<file path="src/rtl/tt_sweep_capture_pkg.sv">
// Shared definitions for the truth-table sweeper: FSM state encodings and a
// constant-evaluable ceil(log2) used to size the dwell counter.
package tt_sweep_capture_pkg;

    typedef enum logic [1:0] {
        ST_IDLE  = 2'd0,
        ST_APPLY = 2'd1,
        ST_DONE  = 2'd2
    } sweep_state_t;

    function automatic int clog2(input int value);
        int res;
        int rem;
        res = 0;
        rem = value - 1;
        while (rem > 0) begin
            res = res + 1;
            rem = rem >> 1;
        end
        return res;
    endfunction

endpackage

</file>
<file path="src/rtl/tt_sweep_capture_dwell_counter.sv">
// Per-vector dwell timer: counts 0..DWELL-1 while enabled and wraps, flagging
// the final dwell cycle so the sweeper knows when to sample f.
module dwell_counter
    import tt_sweep_capture_pkg::*;
#(
    parameter int DWELL = 50
) (
    input  logic clk,
    input  logic rst_n,
    input  logic clr,
    input  logic en,
    output logic last
);

    localparam int CW = clog2(DWELL);

    logic [CW-1:0] cnt;

    assign last = (cnt == CW'(DWELL - 1));

    always_ff @(posedge clk or negedge rst_n) begin
        if (!rst_n) begin
            cnt <= '0;
        end else if (clr) begin
            cnt <= '0;
        end else if (en) begin
            cnt <= last ? '0 : cnt + 1'b1;
        end
    end

endmodule

</file>
<file path="src/rtl/tt_sweep_capture.sv">
// Self-timed truth-table sweeper: steps vec through every input code, samples
// the lab block's f at the end of each dwell window and compares the table.
//
//  state | meaning
//  IDLE  | vec parked at 0, waiting for start
//  APPLY | vec=idx held for DWELL clocks, f captured on the last one
//  DONE  | one-cycle completion: done pulses, match reflects full table
module tt_sweep_capture
    import tt_sweep_capture_pkg::*;
#(
    parameter int N_IN  = 3,
    parameter int DWELL = 50
) (
    input  logic                   clk,
    input  logic                   rst_n,
    input  logic                   start,
    input  logic                   abort,
    output logic [N_IN-1:0]        vec,
    input  logic                   f,
    input  logic [(1<<N_IN)-1:0]   expected,
    output logic [(1<<N_IN)-1:0]   result,
    output logic                   busy,
    output logic                   done,
    output logic                   match,
    output logic                   aborted
);

    localparam int TBL = 1 << N_IN;

    sweep_state_t    state, state_nxt;
    logic [N_IN-1:0] idx, idx_nxt;
    logic [TBL-1:0]  result_capt;
    logic [1:0]      rst_sync;
    logic            rst_int_n;
    logic            go, capture, kill, last_vec, dwell_last;

    // Reset asserts immediately but releases on a clock edge.
    always_ff @(posedge clk or negedge rst_n) begin
        if (!rst_n) begin
            rst_sync <= '0;
        end else begin
            rst_sync <= {rst_sync[0], 1'b1};
        end
    end

    assign rst_int_n = rst_sync[1];

    dwell_counter #(.DWELL(DWELL)) u_dwell (
        .clk   (clk),
        .rst_n (rst_int_n),
        .clr   (go),
        .en    (state == ST_APPLY),
        .last  (dwell_last)
    );

    assign last_vec = (idx == N_IN'(TBL - 1));

    always_comb begin
        result_capt      = result;
        result_capt[idx] = f;
    end

    always_comb begin
        state_nxt = state;
        go        = 1'b0;
        capture   = 1'b0;
        kill      = 1'b0;
        case (state)
            ST_IDLE: begin
                if (start && !abort) begin
                    state_nxt = ST_APPLY;
                    go        = 1'b1;
                end
            end
            ST_APPLY: begin
                if (abort) begin
                    state_nxt = ST_IDLE;
                    kill      = 1'b1;
                end else if (dwell_last) begin
                    capture = 1'b1;
                    if (last_vec) begin
                        state_nxt = ST_DONE;
                    end
                end
            end
            ST_DONE: state_nxt = ST_IDLE;
            default: state_nxt = ST_IDLE;
        endcase
    end

    always_comb begin
        idx_nxt = idx;
        if (go) begin
            idx_nxt = '0;
        end else if (capture && !last_vec) begin
            idx_nxt = idx + 1'b1;
        end
    end

    always_ff @(posedge clk or negedge rst_int_n) begin
        if (!rst_int_n) begin
            state   <= ST_IDLE;
            idx     <= '0;
            vec     <= '0;
            result  <= '0;
            busy    <= 1'b0;
            done    <= 1'b0;
            match   <= 1'b0;
            aborted <= 1'b0;
        end else begin
            state   <= state_nxt;
            idx     <= idx_nxt;
            vec     <= (state_nxt == ST_APPLY) ? idx_nxt : '0;
            busy    <= (state_nxt == ST_APPLY);
            done    <= 1'b0;
            aborted <= kill;
            if (go) begin
                result <= '0;
                match  <= 1'b0;
            end
            // Final compare uses the table including the bit captured this edge.
            if (capture) begin
                result <= result_capt;
                if (last_vec) begin
                    done  <= 1'b1;
                    match <= (result_capt == expected);
                end
            end
            if (kill) begin
                match <= 1'b0;
            end
        end
    end

endmodule

</file>
<file path="config.mk">
export PLATFORM = sky130hd
export DESIGN_NAME = tt_sweep_capture
export DESIGN_NICKNAME = d
export VERILOG_FILES = /design/src/rtl/tt_sweep_capture_pkg.sv /design/src/rtl/tt_sweep_capture_dwell_counter.sv /design/src/rtl/tt_sweep_capture.sv
export SDC_FILE = /design/constraint.sdc
export NUM_CORES = 1
export LEC_CHECK = 0
export ABC_AREA = 1
export CORE_MARGIN = 2
export CORE_UTILIZATION = 39
export CTS_CLUSTER_SIZE = 24
export DETAILED_ROUTE_END_ITERATION = 16
export DONT_BUFFER_PORTS = 1
export SETUP_SLACK_MARGIN = 0.5
export SYNTH_ARGS = -nofsm -noshare
export SYNTH_HDL_FRONTEND = slang
export SYNTH_SLANG_ARGS = --single-unit
</file>
<file path="constraint.sdc">
create_clock -name clk -period 2.4 [get_ports clk]
set_clock_uncertainty 0.1 [all_clocks]
set_input_delay 0.48 -clock clk [delete_from_list [all_inputs] [get_ports clk]]
set_output_delay 0.48 -clock clk [all_outputs]
set_load 0.05 [all_outputs]
</file>
==> results of run 1 <==
==> cells by family after synthesis <==
group                    synth area share
AND/OR/NAND/NOR                     0.328
buffers and inverters               0.114
flip-flops                          0.435
AO/OA/AOI/OAI                      0.0738
adder cells (fa/ha/maj)            0.0311
XOR/XNOR                           0.0163
other                             0.00233
==> area by class of cell <==
type,count,share of cell area
clock buffers,3,0.0239
clock inverters,1,0.0174
multi-input cells,134,0.422
repair buffers,2,0.0102
flip-flops and latches,28,0.408
well taps,50,0.0363
inverters,36,0.0827
==> metrics by stage <==
step	worst slack, ns	power [mW]	utilization	cells
after CTS	0.589	1.10	0.430	254
after global placement	0.671	0.718	0.410	249
final	0.720	1.08	0.431	254
after global routing	0.501	1.15	0.431	254
after detailed placement	0.603	0.720	0.410	249
after floorplan	0.918	0.686	-	202
==> how the worst min path moves through the flow <==
stage / to / slack (ns) / from
final: result[4] / 0.13 / rst_sync[1]
after detailed placement: rst_sync[0] / 0.08 / rst_n
after CTS: vec[1] / 0.15 / rst_sync[1]
after floorplan: rst_sync[0] / 0.08 / rst_n
after global routing: result[5] / 0.18 / rst_sync[1]
after global placement: rst_sync[0] / 0.08 / rst_n
==> critical path: cells and delay by family (launching register included) <==
| kind | cells | cell delay [ns] |
|---|---|---|
| flip-flops | 1 | 0.61 |
| AO/OA/AOI/OAI | 1 | 0.11 |
| AND/OR/NAND/NOR | 7 | 0.53 |
| buffers and inverters | 2 | 0.26 |
==> sequential cells by signal, summed over array words and instances (netlist names) <==
| name | count |
|---|---|
| result | 8 |
| u_dwell.cnt | 6 |
| idx | 3 |
| vec | 3 |
| rst_sync | 2 |
| state | 2 |
| aborted | 1 |
| busy | 1 |
| done | 1 |
| match | 1 |
==> power breakdown <==
part           switching [mW]  total, mW  internal (mW)
registers              0.0481      0.561          0.513
clock network           0.145      0.368          0.223
logic                  0.0902      0.148         0.0583
==> timing repair <==
action / in CTS / in global routing
gates resized for setup: 0 / 2
hold buffers: 1 / 0
endpoints found under the hold margin: 2 / 0
endpoints found under the setup margin: 0 / 6
==> routing by layer <==
layer	track usage	vias up
met5	0	-
met4	0.0225	0
met3	0.0510	2
met2	0.248	33
met1	0.191	575
li1	-	659
==> placed cells by master, fill, tap and decap left out, types with 2 or more instances in the layout <==
cell type and instances:
clkbuf_8 3, nor2_1 11, a21oi_1 4, nand2_2 2
nand2_1 46, inv_1 31, nand3_1 26, dfrtp_1 26
nand2_4 2, nor3_2 2, o21ai_0 7, xor2_1 2
nand4_1 10, nand3_2 2, o22ai_1 6, dfrtp_2 2
inv_2 3, ha_1 4
==> results.md, run 1 <==
* PortBufs at 0
* Initial antenna violation count at 0
* Vias in the first global route at 1158
* Yosys warnings at 0
* Fin crit share at 0.700
* Synthesized flop and latch total at 28
* Worst path arrival time at 1.79 ns
* H-tree Lvls at 1
* Placer Congestion at 0.803
* Root Driver: clkbuf_8
* Metal2 WL at 1450 um
* Placed Area at 1640 um^2
* I/O pins at 28
* Slew @ Worst Pin at 0.509 ns
* Worst-skew pair later-pin latency at 0.27 ns
* First-pass GRT wire length at 5190 um
* Worst reg2reg setup slack at 0.72 ns
* Die width at 68.3 um
* Reg2reg start: idx[2]
* GRT Total Usage at 0.149
* Highest clock rate at 595 MHz
* Antenna Nets Post-Route at 0
* Max IR drop VDD at 0.367 mV
* Final Hold Fails at 0
* Router iterations before antenna repair at 4
* Hold Crit Class: reg -> async
* Unrepaired setup endpoints after global routing: false
* Synth cell types at 30
* Final worst hold slack at 0.127 ns
* Metal-1 WL at 1430 um
* Shortest period the worst path allows at 1.68 ns
* Slowest cell on crit path: dfrtp_1
* Core area at 4000 um^2
* Post-synth top area share at 0.435
* Setup crit start: idx[2]
* Critical path startpoint category: flip-flop
* Sequential-to-total area share from yosys stat at 0.435
* Clock slew at reported path FFs at 0.10 ns
* Worst r2r path cells at 10
* Starting DRT DRC Count at 122
* Share of layout cells above drive strength 1 at 0.123
* Most frequent cell after synthesis: nand2_1
* Most Frequent Cell on Critical Path: nand2_1
* Leakage power at 0.888 nW
* Max stage delay on crit path at 0.61 ns
* Largest net degree at the start of global routing at 27
* Worst setup path class: reg -> reg
* Multi-input gate area at 727 um^2
* Cells after Synth at 202
* Die Span Y at 68.3 um
* Via count at 1269
* PwrDens at 625 nW/um^2
* Top Metal Used: met4
* Slew Limit Fails at 0
* Final instance area at 1720 um^2
* Post-synth top cells: nand2_1, inv_1, dfrtp_1
* Max transition margin at 0.661
* CTS tree: yes
* Worst Path Required at 2.51 ns
* Capture point of the worst reg-to-reg path: match
* Cell area after synthesis at 1610 um^2
* Area delta synth->final at 6.99%
* Die area at 4660 um^2
* CP endpoint: match
* Average routed wire per standard cell at 12.4 um
* Met3 WL at 242 um
* TritonCTS sink count at 28
* CP cell instances: inv_1 -> nand3_1 -> nand2_1 -> nand3_1 -> nand2_1 -> inv_1 -> nand2_1 -> nor2_1 -> nand2_1 -> a21oi_2
* Post-synthesis async set-or-reset flop share at 1.00
* Fillers at 406
* Total Wirelength at 3140 um
* Fin nets at 222
* # Post-CTS Setup Buffers at 0
* Num CTS Buffers at 3
* Initial Util at 0.403
* Post-DR vias/cell at 5.00
* Final Setup Violations at 0
* Dpl hpwl at 2420 um
* Most area-hungry cell type in the Yosys netlist: dfrtp_1
* EDFF count, synth at 0
* Synth area leaders: dfrtp_1, nand2_1, nand3_1
* CP max FO at 13
* Final routed DRC violation total at 0
* Crit end category: flip-flop
* Setup TNS at 0 ns
* # rows at 23
* Maxcap violations at 0
* Seq. cell area at 703 um^2
* Syn nets at 219
* GRT overflow at 0
* Ant. Diodes at 0
* CTS max path bufs at 2
* Syn avg cell area at 7.98 um^2
* Status: finished clean
* Dominant synthesized flop cell: dfrtp_1
No activity file was read; power rests on OpenSTA's default activity.
==> inputs of run 2 (changes only) <==
Clock period 2.4 ns to 1.74 ns, I/O delays scaled along.
==> results.md, run 2 (same netlist as run 1, synthesis figures left out) <==
* Post-route insts no fill at 286
* Reg2reg start: u_dwell.cnt[1]
* Commonest non-fill, non-tap cell in the layout: nand2_1
* Placer Congestion at 0.811
* Highest clock rate at 635 MHz
* PortBufs at 0
* Final Setup Violations at 0
* Starting DRT DRC Count at 104
* Initial Util at 0.403
* Post-DR vias/cell at 5.00
* Final routed DRC violation total at 0
* # rows at 23
* Router iterations before antenna repair at 4
* Worst-skew pair later-pin latency at 0.27 ns
* Vias in the first global route at 1333
* Worst setup path class: reg -> reg
* Die Span Y at 68.3 um
* Top reg by flops: result
* Hold Crit Class: in -> reg
* H-tree Lvls at 1
* Met3 WL at 182 um
* Top Metal Used: met4
* Capture point of the worst reg-to-reg path: u_dwell.cnt[2]
* Die width at 68.3 um
* Final Hold Fails at 0
* Dpl hpwl at 2400 um
* Critical path startpoint category: flip-flop
* Placed Instances at 256
* Status: finished clean
* Unrepaired setup endpoints after global routing: true
* Max IR drop VDD at 0.699 mV
* GRT Total Usage at 0.170
* Most frequent cells in the layout: nand2_1, inv_1, nand3_1
* Setup TNS at 0 ns
* Largest net degree at the start of global routing at 27
* Root Driver: clkbuf_8
* Fin crit share at 0.905
* Shortest period the worst path allows at 1.58 ns
* Share of layout cells above drive strength 1 at 0.407
* CP max FO at 2
* Worst path arrival time at 1.65 ns
* Hold path depth at 2
* Hold path endpoint: aborted
* Ant. Diodes at 0
* Initial antenna violation count at 0
* Worst r2r path cells at 9
* Metal2 WL at 1860 um
* Hold Startpoint: abort
* Fin nets at 254
* Average routed wire per standard cell at 13.1 um
* Max reg flops at 8
* Leakage power at 1.07 nW
* CTS tree: yes
* Total Wirelength at 3750 um
* CTS max path bufs at 2
* PwrDens at 825 nW/um^2
* Clock slew at reported path FFs at 0.10 ns
* Metal-1 WL at 1650 um
* Slew Limit Fails at 0
* GRT overflow at 0
* I/O pins at 28
* Largest regs: result x8, u_dwell.cnt x6
* Via count at 1430
* Area delta synth->final at 35.1%
* TritonCTS sink count at 28
* Worst reg2reg setup slack at 0.16 ns
* Core area at 4000 um^2
* First-pass GRT wire length at 5840 um
* Die area at 4660 um^2
* Worst Path Required at 1.81 ns
* Num CTS Buffers at 3
* Maxcap violations at 0
* Crit end category: flip-flop
* Antenna Nets Post-Route at 0
## run 2: cell count changes in the layout (fill, tap and decap cells not counted), moves of 3 or more
cell	previous run	this run
buf_4	1	19
buf_6	0	14
dfrtp_2	2	12
nand2_1	46	39
nor2_1	11	7
inv_2	3	8
ha_1	4	1
inv_1	31	25
o21ai_0	7	2
dfrtp_1	26	16
nand2_2	2	7
nor2_4	1	4
## run 2: repair_timing
action,4_1_cts,5_1_grt
pin swaps,6,9
setup buffers,16,9
resized for setup,42,22
endpoints found under the setup margin,38,40
endpoints found under the hold margin,2,0
hold buffers,1,0
## run 2: cell type report
type	instances	area [um^2]
Tap cell	50	62.6
Clock buffer	3	41.3
Clock inverter	1	30.0
Fill cell	349	1820
Sequential cell	28	716
Multi-Input combinational cell	134	872
Inverter	36	145
Timing Repair Buffer	34	310
## run 2: critical path, stage by stage, from the launching register on
cell     delay [ns]
dfrtp_1        0.41
inv_2          0.08
ha_4           0.12
nand4_1        0.13
buf_4          0.18
buf_4          0.12
buf_4          0.12
buf_6          0.10
nand3_2        0.06
a21oi_2        0.05
## run 2: routing by layer
metal  vias up  GRT usage
met1       670      0.207
met5         -          0
met2        32      0.284
li1        722          -
met4         0     0.0675
met3         6     0.0477
## run 2: how the worst max path moves through the flow
stage                                 to           start  slack, ns
after floorplan                   idx[2]  u_dwell.cnt[0]       0.35
after global placement            vec[0]          idx[1]       0.12
after detailed placement          vec[1]          idx[1]       0.08
after CTS                          match          idx[1]       0.24
after global routing               match          idx[2]       0.11
final                     u_dwell.cnt[2]  u_dwell.cnt[1]       0.16
## run 2: power by group
part,internal (mW),total (mW),leakage [nW],switching [mW]
combinational,0.259,0.507,0.673,0.248
sequential,0.708,0.776,0.358,0.0681
clock,0.308,0.513,0.0357,0.205
total,1.28,1.80,1.07,0.520
## run 2: through the flow
step / hold slack (ns) / power (mW) / instance area [um^2] / worst slack [ns] / utilization
finish: 0.120 / 1.80 / 2180 / 0.165 / 0.544
detailed placement: -0.0475 / 0.995 / 1710 / 0.0800 / 0.426
CTS: 0.104 / 1.67 / 2020 / 0.244 / 0.506
floorplan: -0.0476 / 0.947 / 1620 / 0.349 / -
global placement: -0.0475 / 0.994 / 1710 / 0.124 / 0.426
global route: 0.164 / 1.88 / 2180 / 0.105 / 0.544
